===== src/rtl/inert_resp_pkg.sv =====
// -----------------------------------------------------------------------------
// inert_resp_pkg
// Shared definitions for the inertial-sensor SPI responder:
//   - resp_state_t : frame state machine encoding (IDLE, SHIFT, DONE)
//   - ADDR_*       : 7-bit register addresses of the sensor register map
//   - WHO_AM_I_VAL : fixed identification byte
// -----------------------------------------------------------------------------
package inert_resp_pkg;

   typedef enum logic [1:0] {
      IDLE  = 2'd0,
      SHIFT = 2'd1,
      DONE  = 2'd2
   } resp_state_t;

   localparam logic [6:0] ADDR_INT1_CTRL = 7'h0D;
   localparam logic [6:0] ADDR_WHO_AM_I  = 7'h0F;
   localparam logic [6:0] ADDR_CTRL1_XL  = 7'h10;
   localparam logic [6:0] ADDR_CTRL2_G   = 7'h11;
   localparam logic [6:0] ADDR_CTRL5     = 7'h14;
   localparam logic [6:0] ADDR_PTCHL     = 7'h22;
   localparam logic [6:0] ADDR_PTCHH     = 7'h23;
   localparam logic [6:0] ADDR_AZL       = 7'h2C;
   localparam logic [6:0] ADDR_AZH       = 7'h2D;

   localparam logic [7:0] WHO_AM_I_VAL   = 8'h6A;

endpackage


===== src/rtl/inert_sensor_resp_if.sv =====
// -----------------------------------------------------------------------------
// inert_sensor_resp_if
// Pin bundle between the SPI master (balance controller / testbench) and the
// sensor responder.
//   SS_n, SCLK, MOSI      : SPI from master (SCLK idles high, MSB first)
//   MISO                  : SPI to master
//   INT                   : data-ready interrupt
//   smpl_vld, ptch_rt_in,
//   az_in                 : sample load strobe and sample values
//   frm_err               : one-cycle pulse on a frame that was not 16 bits
// Handshake: smpl_vld is a single-cycle strobe with no back-pressure; the
// responder always accepts it (deferring the load internally if a frame is
// in flight). SPI is a plain pin-level protocol with no ready signal.
// -----------------------------------------------------------------------------
interface inert_sensor_resp_if;
   logic        SS_n;
   logic        SCLK;
   logic        MOSI;
   logic        MISO;
   logic        INT;
   logic        smpl_vld;
   logic [15:0] ptch_rt_in;
   logic [15:0] az_in;
   logic        frm_err;

   modport master (
      output SS_n, SCLK, MOSI, smpl_vld, ptch_rt_in, az_in,
      input  MISO, INT, frm_err
   );

   modport slave (
      input  SS_n, SCLK, MOSI, smpl_vld, ptch_rt_in, az_in,
      output MISO, INT, frm_err
   );
endinterface


===== src/rtl/spi_sync_edge.sv =====
// -----------------------------------------------------------------------------
// spi_sync_edge
// Two-flop synchronizer plus a third flop for edge detection.
//   clk    : system clock
//   i_d    : asynchronous pin
//   o_q    : synchronized level (aligned with the edge pulses)
//   o_rise : one-cycle pulse on a 0->1 transition
//   o_fall : one-cycle pulse on a 1->0 transition
// The flops are deliberately not reset: they only track the pin, and a reset
// value differing from the pin would fabricate an edge (e.g. a spurious SS_n
// fall right after a mid-frame reset).
// -----------------------------------------------------------------------------
module spi_sync_edge (
   input  logic clk,
   input  logic i_d,
   output logic o_q,
   output logic o_rise,
   output logic o_fall
);

   logic r_s1, r_s2, r_s3;

   always_ff @(posedge clk) begin
      r_s1 <= i_d;
      r_s2 <= r_s1;
      r_s3 <= r_s2;
   end

   assign o_q    = r_s2;
   assign o_rise =  r_s2 & ~r_s3;
   assign o_fall = ~r_s2 &  r_s3;

endmodule


===== src/rtl/inert_sensor_resp.sv =====
// -----------------------------------------------------------------------------
// inert_sensor_resp
// SPI responder standing in for the inertial sensor: decodes 16-bit R/W
// frames, holds configuration registers, serves pitch-rate / Z-accel bytes
// and raises INT on a new sample.
//   clk, rst : system clock, synchronous active-high reset
//   io_bus   : inert_sensor_resp_if.slave (SPI pins, sample port, INT, frm_err)
//   o_state  : current frame state (IDLE/SHIFT/DONE encoding of resp_state_t)
// Build option INERT_RESP_AUTOSAMPLE_EN: samples come from an internal ramp
// every SMPL_PERIOD clocks instead of the smpl_vld port.
// -----------------------------------------------------------------------------
module inert_sensor_resp
   import inert_resp_pkg::*;
#(
   parameter int SMPL_PERIOD = 240385
) (
   input  logic                clk,
   input  logic                rst,
   inert_sensor_resp_if.slave  io_bus,
   output logic [1:0]          o_state
);

   localparam logic [1:0] S_IDLE  = IDLE;
   localparam logic [1:0] S_SHIFT = SHIFT;
   localparam logic [1:0] S_DONE  = DONE;

   logic        w_ss_rise, w_ss_fall, w_sclk_rise, w_sclk_fall, w_mosi;
   logic        w_ss_lvl, w_sclk_lvl, w_mosi_rise, w_mosi_fall;
   logic        w_unused;

   spi_sync_edge u_ss   (.clk(clk), .i_d(io_bus.SS_n), .o_q(w_ss_lvl),
                         .o_rise(w_ss_rise), .o_fall(w_ss_fall));
   spi_sync_edge u_sclk (.clk(clk), .i_d(io_bus.SCLK), .o_q(w_sclk_lvl),
                         .o_rise(w_sclk_rise), .o_fall(w_sclk_fall));
   spi_sync_edge u_mosi (.clk(clk), .i_d(io_bus.MOSI), .o_q(w_mosi),
                         .o_rise(w_mosi_rise), .o_fall(w_mosi_fall));

   logic [1:0]  r_state;
   logic [15:0] r_rx, r_tx;
   logic [4:0]  r_cnt;
   logic [7:0]  r_int1_ctrl, r_ctrl1_xl, r_ctrl2_g, r_ctrl5;
   logic [31:0] r_hold;       // {ptch_rt, az}
   logic [31:0] r_pend_data;
   logic        r_pend, r_int, r_frm_err;

   logic [15:0] w_rx_next;
   logic [7:0]  w_rd_byte;
   logic        w_smpl;
   logic [31:0] w_smpl_data;
   logic        w_load_now, w_load_pend, w_set_int, w_clr_int, w_frame_ok;

   // ---------------- sample source ----------------
`ifdef INERT_RESP_AUTOSAMPLE_EN
   localparam int CW = $clog2(SMPL_PERIOD);
   localparam logic [CW-1:0] LAST_CNT = CW'(SMPL_PERIOD - 1);
   logic [CW-1:0] r_auto_cnt;
   logic [15:0]   r_ramp;

   always_ff @(posedge clk) begin
      if (rst) begin
         r_auto_cnt <= '0;
         r_ramp     <= '0;
      end else if (r_auto_cnt == LAST_CNT) begin
         r_auto_cnt <= '0;
         r_ramp     <= r_ramp + 16'd1;
      end else begin
         r_auto_cnt <= r_auto_cnt + 1'b1;
      end
   end

   assign w_smpl      = (r_auto_cnt == LAST_CNT);
   assign w_smpl_data = {r_ramp, ~r_ramp};
   assign w_unused    = ^{w_ss_lvl, w_sclk_lvl, w_mosi_rise, w_mosi_fall,
                          io_bus.smpl_vld, io_bus.ptch_rt_in, io_bus.az_in};
`else
   assign w_smpl      = io_bus.smpl_vld;
   assign w_smpl_data = {io_bus.ptch_rt_in, io_bus.az_in};
   assign w_unused    = ^{w_ss_lvl, w_sclk_lvl, w_mosi_rise, w_mosi_fall};
`endif

   // ---------------- register read mux ----------------
   assign w_rx_next = {r_rx[14:0], w_mosi};

   always_comb begin
      w_rd_byte = 8'h00;
      case (w_rx_next[6:0])
         ADDR_INT1_CTRL: w_rd_byte = r_int1_ctrl;
         ADDR_WHO_AM_I:  w_rd_byte = WHO_AM_I_VAL;
         ADDR_CTRL1_XL:  w_rd_byte = r_ctrl1_xl;
         ADDR_CTRL2_G:   w_rd_byte = r_ctrl2_g;
         ADDR_CTRL5:     w_rd_byte = r_ctrl5;
         ADDR_PTCHL:     w_rd_byte = r_hold[23:16];
         ADDR_PTCHH:     w_rd_byte = r_hold[31:24];
         ADDR_AZL:       w_rd_byte = r_hold[7:0];
         ADDR_AZH:       w_rd_byte = r_hold[15:8];
         default:        w_rd_byte = 8'h00;
      endcase
   end

   // A sample arriving mid-frame is parked and applied in DONE so a byte
   // already loaded into the transmit shifter is never torn.
   assign w_frame_ok  = (r_cnt == 5'd16);
   assign w_load_now  = w_smpl && (r_state != S_SHIFT);
   assign w_load_pend = r_pend && (r_state == S_DONE);
   assign w_set_int   = (w_load_now || w_load_pend) && r_int1_ctrl[1];
   assign w_clr_int   = (r_state == S_DONE) && w_frame_ok && r_rx[15] &&
                        (r_rx[14:8] == ADDR_PTCHL);

   // ---------------- frame FSM and registers ----------------
   always_ff @(posedge clk) begin
      if (rst) begin
         r_state     <= S_IDLE;
         r_rx        <= '0;
         r_tx        <= '0;
         r_cnt       <= '0;
         r_int1_ctrl <= '0;
         r_ctrl1_xl  <= '0;
         r_ctrl2_g   <= '0;
         r_ctrl5     <= '0;
         r_hold      <= '0;
         r_pend      <= 1'b0;
         r_pend_data <= '0;
         r_int       <= 1'b0;
         r_frm_err   <= 1'b0;
      end else begin
         r_frm_err <= 1'b0;
         case (r_state)
            S_IDLE: begin
               if (w_ss_fall) begin
                  r_state <= S_SHIFT;
                  r_rx    <= '0;
                  r_cnt   <= '0;
                  r_tx    <= 16'h0000;
               end
            end
            S_SHIFT: begin
               if (w_ss_rise) begin
                  r_state <= S_DONE;
               end else if (w_sclk_rise) begin
                  r_rx <= w_rx_next;
                  if (r_cnt != 5'd31) r_cnt <= r_cnt + 5'd1;
                  if (r_cnt == 5'd7) r_tx[15:8] <= w_rd_byte;
               end else if (w_sclk_fall && (r_cnt != 5'd8)) begin
                  // The fall right after the 8th rise is skipped so the
                  // freshly loaded MSB is presented for the 9th rise.
                  r_tx <= {r_tx[14:0], 1'b0};
               end
            end
            S_DONE: begin
               r_state <= S_IDLE;
               if (w_frame_ok) begin
                  if (!r_rx[15]) begin
                     case (r_rx[14:8])
                        ADDR_INT1_CTRL: r_int1_ctrl <= r_rx[7:0];
                        ADDR_CTRL1_XL:  r_ctrl1_xl  <= r_rx[7:0];
                        ADDR_CTRL2_G:   r_ctrl2_g   <= r_rx[7:0];
                        ADDR_CTRL5:     r_ctrl5     <= r_rx[7:0];
                        default: ;
                     endcase
                  end
               end else begin
                  r_frm_err <= 1'b1;
               end
            end
            default: r_state <= S_IDLE;
         endcase

         // Sample path: only the most recent deferred sample is kept.
         if (w_smpl && (r_state == S_SHIFT)) begin
            r_pend      <= 1'b1;
            r_pend_data <= w_smpl_data;
         end else if (r_state == S_DONE) begin
            r_pend <= 1'b0;
         end

         if (w_load_now)       r_hold <= w_smpl_data;
         else if (w_load_pend) r_hold <= r_pend_data;

         // Set has priority over the read-of-0x22 clear.
         if (w_set_int)      r_int <= 1'b1;
         else if (w_clr_int) r_int <= 1'b0;
      end
   end

   assign io_bus.MISO    = (r_state == S_SHIFT) ? r_tx[15] : 1'b0;
   assign io_bus.INT     = r_int;
   assign io_bus.frm_err = r_frm_err;
   assign o_state        = r_state;

endmodule


===== src/flat_wrapper.sv =====
// flat-port wrapper written by rule: the top's interface ports become plain ports
module inert_sensor_resp_flat import inert_resp_pkg::*;
#(
   parameter int SMPL_PERIOD = 240385
)
  (clk, rst, o_state, io_bus_SS_n, io_bus_SCLK, io_bus_MOSI, io_bus_smpl_vld, io_bus_ptch_rt_in, io_bus_az_in, io_bus_MISO, io_bus_INT, io_bus_frm_err);
  inert_sensor_resp_if io_bus_i ();
  input  logic clk;
  input  logic rst;
  output logic [1:0] o_state;
  input wire logic [$bits(io_bus_i.SS_n)-1:0] io_bus_SS_n;
  input wire logic [$bits(io_bus_i.SCLK)-1:0] io_bus_SCLK;
  input wire logic [$bits(io_bus_i.MOSI)-1:0] io_bus_MOSI;
  input wire logic [$bits(io_bus_i.smpl_vld)-1:0] io_bus_smpl_vld;
  input wire logic [$bits(io_bus_i.ptch_rt_in)-1:0] io_bus_ptch_rt_in;
  input wire logic [$bits(io_bus_i.az_in)-1:0] io_bus_az_in;
  output wire logic [$bits(io_bus_i.MISO)-1:0] io_bus_MISO;
  output wire logic [$bits(io_bus_i.INT)-1:0] io_bus_INT;
  output wire logic [$bits(io_bus_i.frm_err)-1:0] io_bus_frm_err;
  assign io_bus_i.SS_n = io_bus_SS_n;
  assign io_bus_i.SCLK = io_bus_SCLK;
  assign io_bus_i.MOSI = io_bus_MOSI;
  assign io_bus_i.smpl_vld = io_bus_smpl_vld;
  assign io_bus_i.ptch_rt_in = io_bus_ptch_rt_in;
  assign io_bus_i.az_in = io_bus_az_in;
  assign io_bus_MISO = io_bus_i.MISO;
  assign io_bus_INT = io_bus_i.INT;
  assign io_bus_frm_err = io_bus_i.frm_err;
  inert_sensor_resp #(.SMPL_PERIOD(SMPL_PERIOD)) u_core (.clk(clk), .rst(rst), .io_bus(io_bus_i), .o_state(o_state));
endmodule

===== config.mk =====
export PLATFORM = sky130hd
export DESIGN_NAME = inert_sensor_resp_flat
export DESIGN_NICKNAME = d
export VERILOG_FILES = /design/src/rtl/inert_resp_pkg.sv /design/src/rtl/inert_sensor_resp_if.sv /design/src/rtl/spi_sync_edge.sv /design/src/rtl/inert_sensor_resp.sv /design/src/flat_wrapper.sv
export SDC_FILE = /design/constraint.sdc
export NUM_CORES = 1
export LEC_CHECK = 0
export ABC_CLOCK_PERIOD_IN_PS = 1800
export BUFFER_PORTS_ARGS = -buffer_cell sky130_fd_sc_hd__buf_2
export CAP_MARGIN = 20
export CORE_ASPECT_RATIO = 1.2
export CORE_MARGIN = 2
export CORE_UTILIZATION = 35
export DETAILED_ROUTE_END_ITERATION = 10
export SETUP_SLACK_MARGIN = 0.3
export SYNTH_ARGS = -nofsm -noshare
export SYNTH_HDL_FRONTEND = slang
export SYNTH_HIERARCHICAL = 1
export SYNTH_SLANG_ARGS = --single-unit
export TNS_END_PERCENT = 1

===== constraint.sdc =====
create_clock -name clk -period 1.8 [get_ports clk]
set_clock_uncertainty 0.05 [all_clocks]
set_input_delay 0.09 -clock clk [delete_from_list [all_inputs] [get_ports clk]]
set_output_delay 0.09 -clock clk [all_outputs]
set_load 0.02 [all_outputs]

* After elaboration in Yosys (flattened, before gate mapping)
Cells that the tools add are included. Widths: inputs -> output; s select.
Operators by class: reductions and logical operators 24, bitwise logic cells 10, equality and inequality tests 30, multiplexer cells 27, add/sub/neg operators 1
Operator list (number):
- $mux 16 | 5
- $pmux 8 s9 | 1
- $mux 32 | 2
- $pmux 16 s2 | 2
- $eq 7x5->1 const B | 6
- $eq 7x6->1 const B | 5
- $mux 8 | 3
- $eq 7x4->1 const B | 3
- $mux 5 | 4
- $reduce_and 4->1 | 5
- $reduce_and 5->1 | 3
- $ne 2x2->1 const B | 5
- $pmux 5 s2 | 1
- $logic_and 1x1->1 | 8
- $reduce_bool 2->1 | 4
- $mux 1 | 6
- $ne 2x1->1 const B | 3
- $ne 3x2->1 const B | 2
- $not 1->1 | 6
- $add 5x1->5 const B | 1
- $eq 5x3->1 const B | 1
- $eq 5x5->1 const B | 1
- $ne 5x4->1 const B | 1
- $ne 5x5->1 const B | 1
- other kinds (9) | 13
Word-level totals: flip-flop bits (word level) 146, logic and storage cells 114, output and inout bits 5, bits of input ports 38

* Depth between registers and ports, before layout
Gate-level depths: netlist of the first run.
word-level depth 7, depth in mapped cells 8, depth with buffers taken out 7

* Modules after synthesis
The synthesis of the first run kept the hierarchy.
By module, submodules not included:
- inert_sensor_resp | cells an instance 669, times used 1, seq. area each 2602.5 um^2, area each 5858.1 um^2
- spi_sync_edge | cells an instance 5, times used 3, seq. area each 60.1 um^2, area each 75.1 um^2

* Worst setup path after synthesis of the first run
No wires, ideal clock.
kind register to register, start register u_core.r_state[0], in the netlist u_core/o_state[0], end register u_core.r_rx[0], setup time 0.128 ns, path slack -0.051 ns, clock period less this slack 1.851 ns, buffers on the path 3, cell stages (with the launch flop) 8, data required time 1.622 ns, data arrival time 1.673 ns, cell sequence dfxtp_1 buf_4 nor2_1 a2111o_1 buf_2 clkbuf_1 a22oi_1 nor2_1
On the way: longest elaborated chain between the ends 3, elaborated cells between the ends (all ways) 8, classes of those cells eq/ne: 4; mux: 1; reduce/logical: 3
Ends and longest elaborated chain:
- start, declared | line inert_sensor_resp.sv:38 | logic [1:0] r_state;
- start signal, assigned | line inert_sensor_resp.sv:112 | r_state <= S_IDLE;
- start signal, assigned | line inert_sensor_resp.sv:130 | r_state <= S_SHIFT;
- start signal, assigned | line inert_sensor_resp.sv:138 | r_state <= S_DONE;
- $eq 2x1->1 or $logic_not 2->1 (tied branches) | line inert_sensor_resp.sv:127 | case (r_state)
- $ne 2x2->1 (no source line) or $reduce_bool 2->1 (tied branches)
- $reduce_and 4->1 (no source line)
- end signal, assigned | line inert_sensor_resp.sv:140 | r_rx <= w_rx_next;
- end, declared | line inert_sensor_resp.sv:39 | logic [15:0] r_rx, r_tx;
Several ways; a longest one is shown, not always the timed one. A chain may end at the register's enable or synchronous reset.

* Worst setup path in the final report of the first run
start register u_core.r_rx[2], end register u_core.r_tx[14]
On the way: longest elaborated chain between the ends 6, elaborated cells between the ends (all ways) 14, classes of those cells eq/ne: 9; mux: 5
Ends and longest elaborated chain:
- $eq 7x6->1 (tied with other cells) | line inert_sensor_resp.sv:86 | case (w_rx_next[6:0])
- $pmux 8 s9 * | line inert_sensor_resp.sv:86
- $mux 8 * | line inert_sensor_resp.sv:142 | if (r_cnt == 5'd7) r_tx[15:8] <= w_rd_byte;
- $mux 8 * | line inert_sensor_resp.sv:139 | end else if (w_sclk_rise) begin
- $mux 16 * | line inert_sensor_resp.sv:137 | if (w_ss_rise) begin
- $pmux 16 s2 * | line inert_sensor_resp.sv:127
- end signal, assigned | line inert_sensor_resp.sv:142
- end signal, assigned | line inert_sensor_resp.sv:146 | r_tx <= {r_tx[14:0], 1'b0};
- end, declared | line inert_sensor_resp.sv:39
Mark *: on every way between the ends. The rest lies on a longest branch, timed or not. The select of a mux whose other input is x is not followed.

==> run_results.csv, run 1 <==
group,metric,value,unit
clocking,cts_max_level,4,
place,portBuffers,42,
timing,rsz0062_at_grt,"true",
timing,fmax,544,MHz
power_and_ir_drop,p_per_area,936,nW/um^2
worst_setup_path,critPathLaunchType,"register",
worst_setup_path,worst_ep_arrival_time,2.13,ns
outcome,violations,"negative setup slack",
layout,syn_to_final_growth,37.4,%
power_and_ir_drop,leakagePower,3.43,nW
timing,max-slew-margin-rel,0.580,
route,drc,0,
timing,tightest_slew,0.630,ns
yosys,synth_nets,722,
yosys,ys.warnings.count,6,
global_routing,antenna_found_initial,0,
place,place_area,6930,um^2
timing,hold_viol_final,0,
floorplan,dieArea,18400,um^2
timing,finalMaxSlewViolations,0,
outcome,outcome,"complete, but fails checks",
worst_setup_path,critPathMaxFanout,8,
yosys,synth.avg_cell_area,8.88,um^2
worst_setup_path,crit_type,"reg -> reg",
clocking,clkLatencyLatePin,0.42,ns
floorplan,fp.dieW,124,um
yosys,netlist_instances,681,
place,dp.cells,954,
timing,fin_crit,1.84,ns
floorplan,fp-row-count,52,
floorplan,core_area,16900,um^2
power_and_ir_drop,power,7.78,mW
layout,final_layout_size_suffix_gt1_frac,0.265,
worst_setup_path,cp-end-kind,"register",
timing,layout_setup_ws,-0.0393,ns
timing,setup_viol,4,
route,vias,5366,
place,gp_congestion,0.957,
clocking,cts_tree,"built",
min_path,min_path_type,"in -> reg",
timing,tns,-0.113,ns
global_routing,grt_max_degree,64,
layout,seq_area,2790,um^2
worst_setup_path,cp.required,2.09,ns
global_routing,grt_first_pass_wirelength,27400,um
clocking,clockBufferDepth,2,
clocking,clk_pin_slew,0.06,ns
power_and_ir_drop,vdd_drop_max,0.712,mV
layout,layout.cells.non_filler,1023,
route,avgViaCountPerCell,5.25,
floorplan,start_util,0.358,
route,wl,16700,um
layout,final_cell_area,8310,um^2
route,ant_nets,0,
route,dr.pass1.iters,5,
run,cap_violations,0,
clocking,clock-root-buffer,"clkbuf_16",
layout,multi_input_area,3260,um^2
floorplan,die_y,148,um
timing,fin_crit_sh,1.02,
route,post_drt_wl_per_cell,16.3,um
global_routing,track_usage,0.190,
global_routing,grt_overflow,0,
yosys,netlist_area,6050,um^2
clocking,cts.sinks,138,
clocking,cts_buffers,17,
global_routing,grt_pass1_vias,5365,
layout,num_antenna_cells,0,
place,hpwl,11400,um
place,post-place-ws,-0.0779,ns
layout,nFillCells,1556,
layout,fin_nets,836,
floorplan,ioPinCount,43,
route,drt_iter0_drc,343,
==> repair_timing <==
item                                    in CTS  in global routing
gates cloned                                 0                  0
endpoints found under the setup margin      94                127
resized for setup                           34                 42
hold buffers                                36                  0
hold endpoints to repair                    67                  0
setup buffers                                1                  1
pin swaps                                   25                 23
==> sequential cells by signal, indices dropped and copies added (netlist names), 2 cells and up <==
| signal | flops |
|---|---|
| u_core/r_rx | 16 |
| u_core/o_state | 2 |
| u_core/r_cnt | 5 |
| u_core/r_ctrl5 | 8 |
| u_core/r_tx | 8 |
| u_core/r_ctrl1_xl | 8 |
| u_core/r_hold | 32 |
| u_core/r_ctrl2_g | 8 |
| u_core/r_int1_ctrl | 8 |
| u_core/r_pend_data | 32 |
==> worst max-delay path: stages (launching register included) <==
cell and delay [ns]:
dfxtp_2 0.33, or4b_4 0.54, buf_8 0.15, nor2_4 0.12, a22oi_1 0.10, o311a_1 0.31, o221ai_2 0.16
==> path summary, 6_finish.rpt <==
path / slack, ns / end / startpoint / cells after the start
hold / removal: 0.15 / u_core/r_int1_ctrl[5] / rst / 3
hold reg to reg: 0.27 / u_core/u_ss/o_q / u_core/u_ss/r_s1 / 0
setup / recovery: -0.04 / u_core/r_tx[14] / u_core/r_rx[2] / 6
setup reg to reg: -0.04 / u_core/r_tx[14] / u_core/r_rx[2] / 6
==> layout make-up <==
class / count / area share
Clock buffer: 20 / 0.0551
Clock inverter: 11 / 0.0261
Inverter: 15 / 0.00678
Multi-Input combinational cell: 472 / 0.392
Sequential cell: 138 / 0.335
Tap cell: 216 / 0.0325
Timing Repair Buffer: 151 / 0.152
==> stage by stage <==
stage | util | hold slack [ns]
2_1_floorplan | - | 0.0677
3_3_place_gp | 0.410 | 0.142
3_5_place_dp | 0.410 | 0.145
4_1_cts | 0.480 | 0.129
5_1_grt | 0.491 | 0.154
6_report | 0.491 | 0.146
==> power breakdown <==
part / leakage (nW) / switching (mW) / internal (mW)
Clock: 0.317 / 1.32 / 2.67
Combinational: 1.99 / 0.306 / 0.263
Sequential: 1.13 / 0.0652 / 3.15
Total: 3.43 / 1.69 / 6.09
==> layer usage <==
metal / global-route usage / up-vias / routed length, um
met5: 0 / - / 0
met2: 0.323 / 97 / 8500
li1: - / 2658 / -
met1: 0.231 / 2589 / 7240
met4: 0.0680 / 0 / 359
met3: 0.0482 / 22 / 610
==> cell usage in the layout (no fill, tap or decap), types with 7 or more instances in the layout <==
| cell | n |
|---|---|
| buf_4 | 59 |
| nand3b_1 | 7 |
| dlygate4sd3_1 | 36 |
| dfxtp_1 | 126 |
| a211oi_1 | 35 |
| clkbuf_16 | 18 |
| nor2_1 | 94 |
| buf_6 | 7 |
| mux2i_1 | 67 |
| nand2_1 | 79 |
| a22oi_1 | 12 |
| inv_1 | 13 |
| a21oi_1 | 38 |
| dfxtp_2 | 9 |
| a22oi_2 | 13 |
| buf_2 | 40 |
| buf_12 | 7 |
No activity file was read; power rests on OpenSTA's default activity.
==> inputs of run 2 (changes only) <==
- REMOVE_ABC_BUFFERS: default -> 1
==> run 2 against run 1 <==
Compared with the run above:
- the run still ends with negative setup slack left
- clock power down 12%
- hold slack worse by 0.10 ns
- sequential power about the same
- via count up 0.48%
- total power down 6.5%
- die area unchanged
- register-to-register slack worse by 0.02 ns
- combinational power down 3%
- final cell count down 0.98%
- flip-flop and latch count unchanged
- utilization down 1.5 points
- critical path type unchanged
==> run_results.csv, run 2 (synthesized netlist as in run 1, its figures left out) <==
group,metric,value,unit
layout,layout.cells.non_filler,1013,
layout,reg.largest.list,"u_core/r_hold: 32 flops, u_core/r_pend_data: 32 flops, u_core/r_rx: 16 flops",
timing,finalMaxSlewViolations,0,
timing,layout_setup_ws,-0.0591,ns
timing,tightest_slew,0.871,ns
place,post-place-ws,-0.146,ns
clocking,clk_pin_slew,0.06,ns
power_and_ir_drop,clkPwrFrac,0.483,
power_and_ir_drop,intPower,5.57,mW
global_routing,track_usage,0.184,
outcome,outcome,"complete, but fails checks",
global_routing,grt_first_pass_wirelength,26800,um
route,avgViaCountPerCell,5.32,
worst_setup_path,crit_type,"reg -> reg",
layout,final_layout_size_suffix_gt1_frac,0.245,
floorplan,core_area,16900,um^2
worst_setup_path,worst_ep_arrival_time,2.14,ns
global_routing,antenna_found_initial,0,
clocking,cts_max_level,4,
place,dp.cells,945,
power_and_ir_drop,power_switching_share,0.234,
timing,tns,-0.0907,ns
timing,fmax,538,MHz
layout,syn_to_final_growth,33.1,%
worst_setup_path,critPathMaxFanout,8,
timing,max-slew-margin-rel,0.419,
floorplan,fp-row-count,52,
power_and_ir_drop,power,7.28,mW
layout,num_antenna_cells,0,
layout,final_cell_mix,"130 x dfxtp_1, 94 x nor2_1, 78 x nand2_1, 67 x mux2i_1, 52 x buf_4",
power_and_ir_drop,power.net_switching,1.71,mW
min_path,min_path_type,"in -> reg",
route,drc,0,
timing,setup_viol,4,
clocking,cts_tree,"built",
route,ant_nets,0,
layout,fin_nets,825,
place,portBuffers,42,
run,cap_violations,0,
global_routing,grt_overflow,0,
floorplan,ioPinCount,43,
layout,layout_commonest_cell,"dfxtp_1",
worst_setup_path,cp-end-kind,"register",
clocking,cts.sinks,138,
timing,rsz0062_at_grt,"true",
route,wl,16300,um
layout,final_cell_area,8050,um^2
place,gp_congestion,0.891,
outcome,violations,"negative setup slack",
power_and_ir_drop,comb_power_share,0.076,
power_and_ir_drop,p_per_area,904,nW/um^2
place,hpwl,10900,um
layout,utilization,0.476,
floorplan,die_y,148,um
power_and_ir_drop,seqPwrFrac,0.442,
timing,fin_crit,1.86,ns
global_routing,grt_pass1_vias,5453,
timing,whs,0.0434,ns
floorplan,dieArea,18400,um^2
power_and_ir_drop,vdd_drop_max,0.547,mV
place,place_area,6850,um^2
route,drt_iter0_drc,287,
power_and_ir_drop,leakagePower,3.35,nW
global_routing,grt_max_degree,82,
timing,fin_crit_sh,1.03,
floorplan,fp.dieW,124,um
worst_setup_path,critPathLaunchType,"register",
clocking,clock-root-buffer,"clkbuf_16",
route,post_drt_wl_per_cell,16.1,um
timing,hold_viol_final,0,
route,vias,5392,
clocking,clkLatencyLatePin,0.41,ns
route,dr.pass1.iters,5,
clocking,cts_buffers,17,
clocking,clockBufferDepth,2,
worst_setup_path,cp.required,2.08,ns
floorplan,start_util,0.358,
-- run 2: repair_timing --
action	4_1_cts	5_1_grt
pin swaps	22	21
endpoints found under the setup margin	127	128
hold buffers	36	0
setup buffers	0	0
endpoints found under the hold margin	68	0
resized for setup	35	28
-- run 2: worst max-delay path, cell delays in order (launching register included) --
cell and delay, ns:
dfxtp_2 0.35, or4b_4 0.53, buf_6 0.16, nor2_4 0.08
a22oi_1 0.10, o311a_1 0.33, o221ai_1 0.17
-- run 2: metal layers --
layer	global-route usage	share of wire
met1	0.219	0.43
met4	0.0860	0.032
met3	0.0347	0.031
met2	0.316	0.51
met5	0	0
-- run 2: power groups by stage --
stage / registers [mW] / logic, mW / clock network [mW]
final: 3.21 / 0.550 / 3.51
after global routing: 3.22 / 0.606 / 3.71
after CTS: 3.21 / 0.533 / 3.58
after detailed placement: 3.28 / 0.458 / 0
after global placement: 3.28 / 0.444 / 0
after floorplan: 3.27 / 0.228 / 0
-- run 2: cell type report --
type / instances / area (um^2)
Fill cell: 1589 / 8860
Timing Repair Buffer: 140 / 1150
Multi-Input combinational cell: 472 / 3200
Sequential cell: 138 / 2780
Inverter: 15 / 56.3
Clock inverter: 12 / 139
Tap cell: 216 / 270
Clock buffer: 20 / 467
-- run 2: worst paths after layout --
kind	startpoint	to	slack, ns	cells past startpoint
worst max register to register	u_core/r_rx[2]	u_core/r_tx[14]	-0.06	6
worst max-delay path	u_core/r_rx[2]	u_core/r_tx[14]	-0.06	6
worst min-delay path	io_bus_smpl_vld	u_core/r_hold[31]	0.04	3
worst min register to register	u_core/u_sclk/r_s1	u_core/u_sclk/o_q	0.27	0
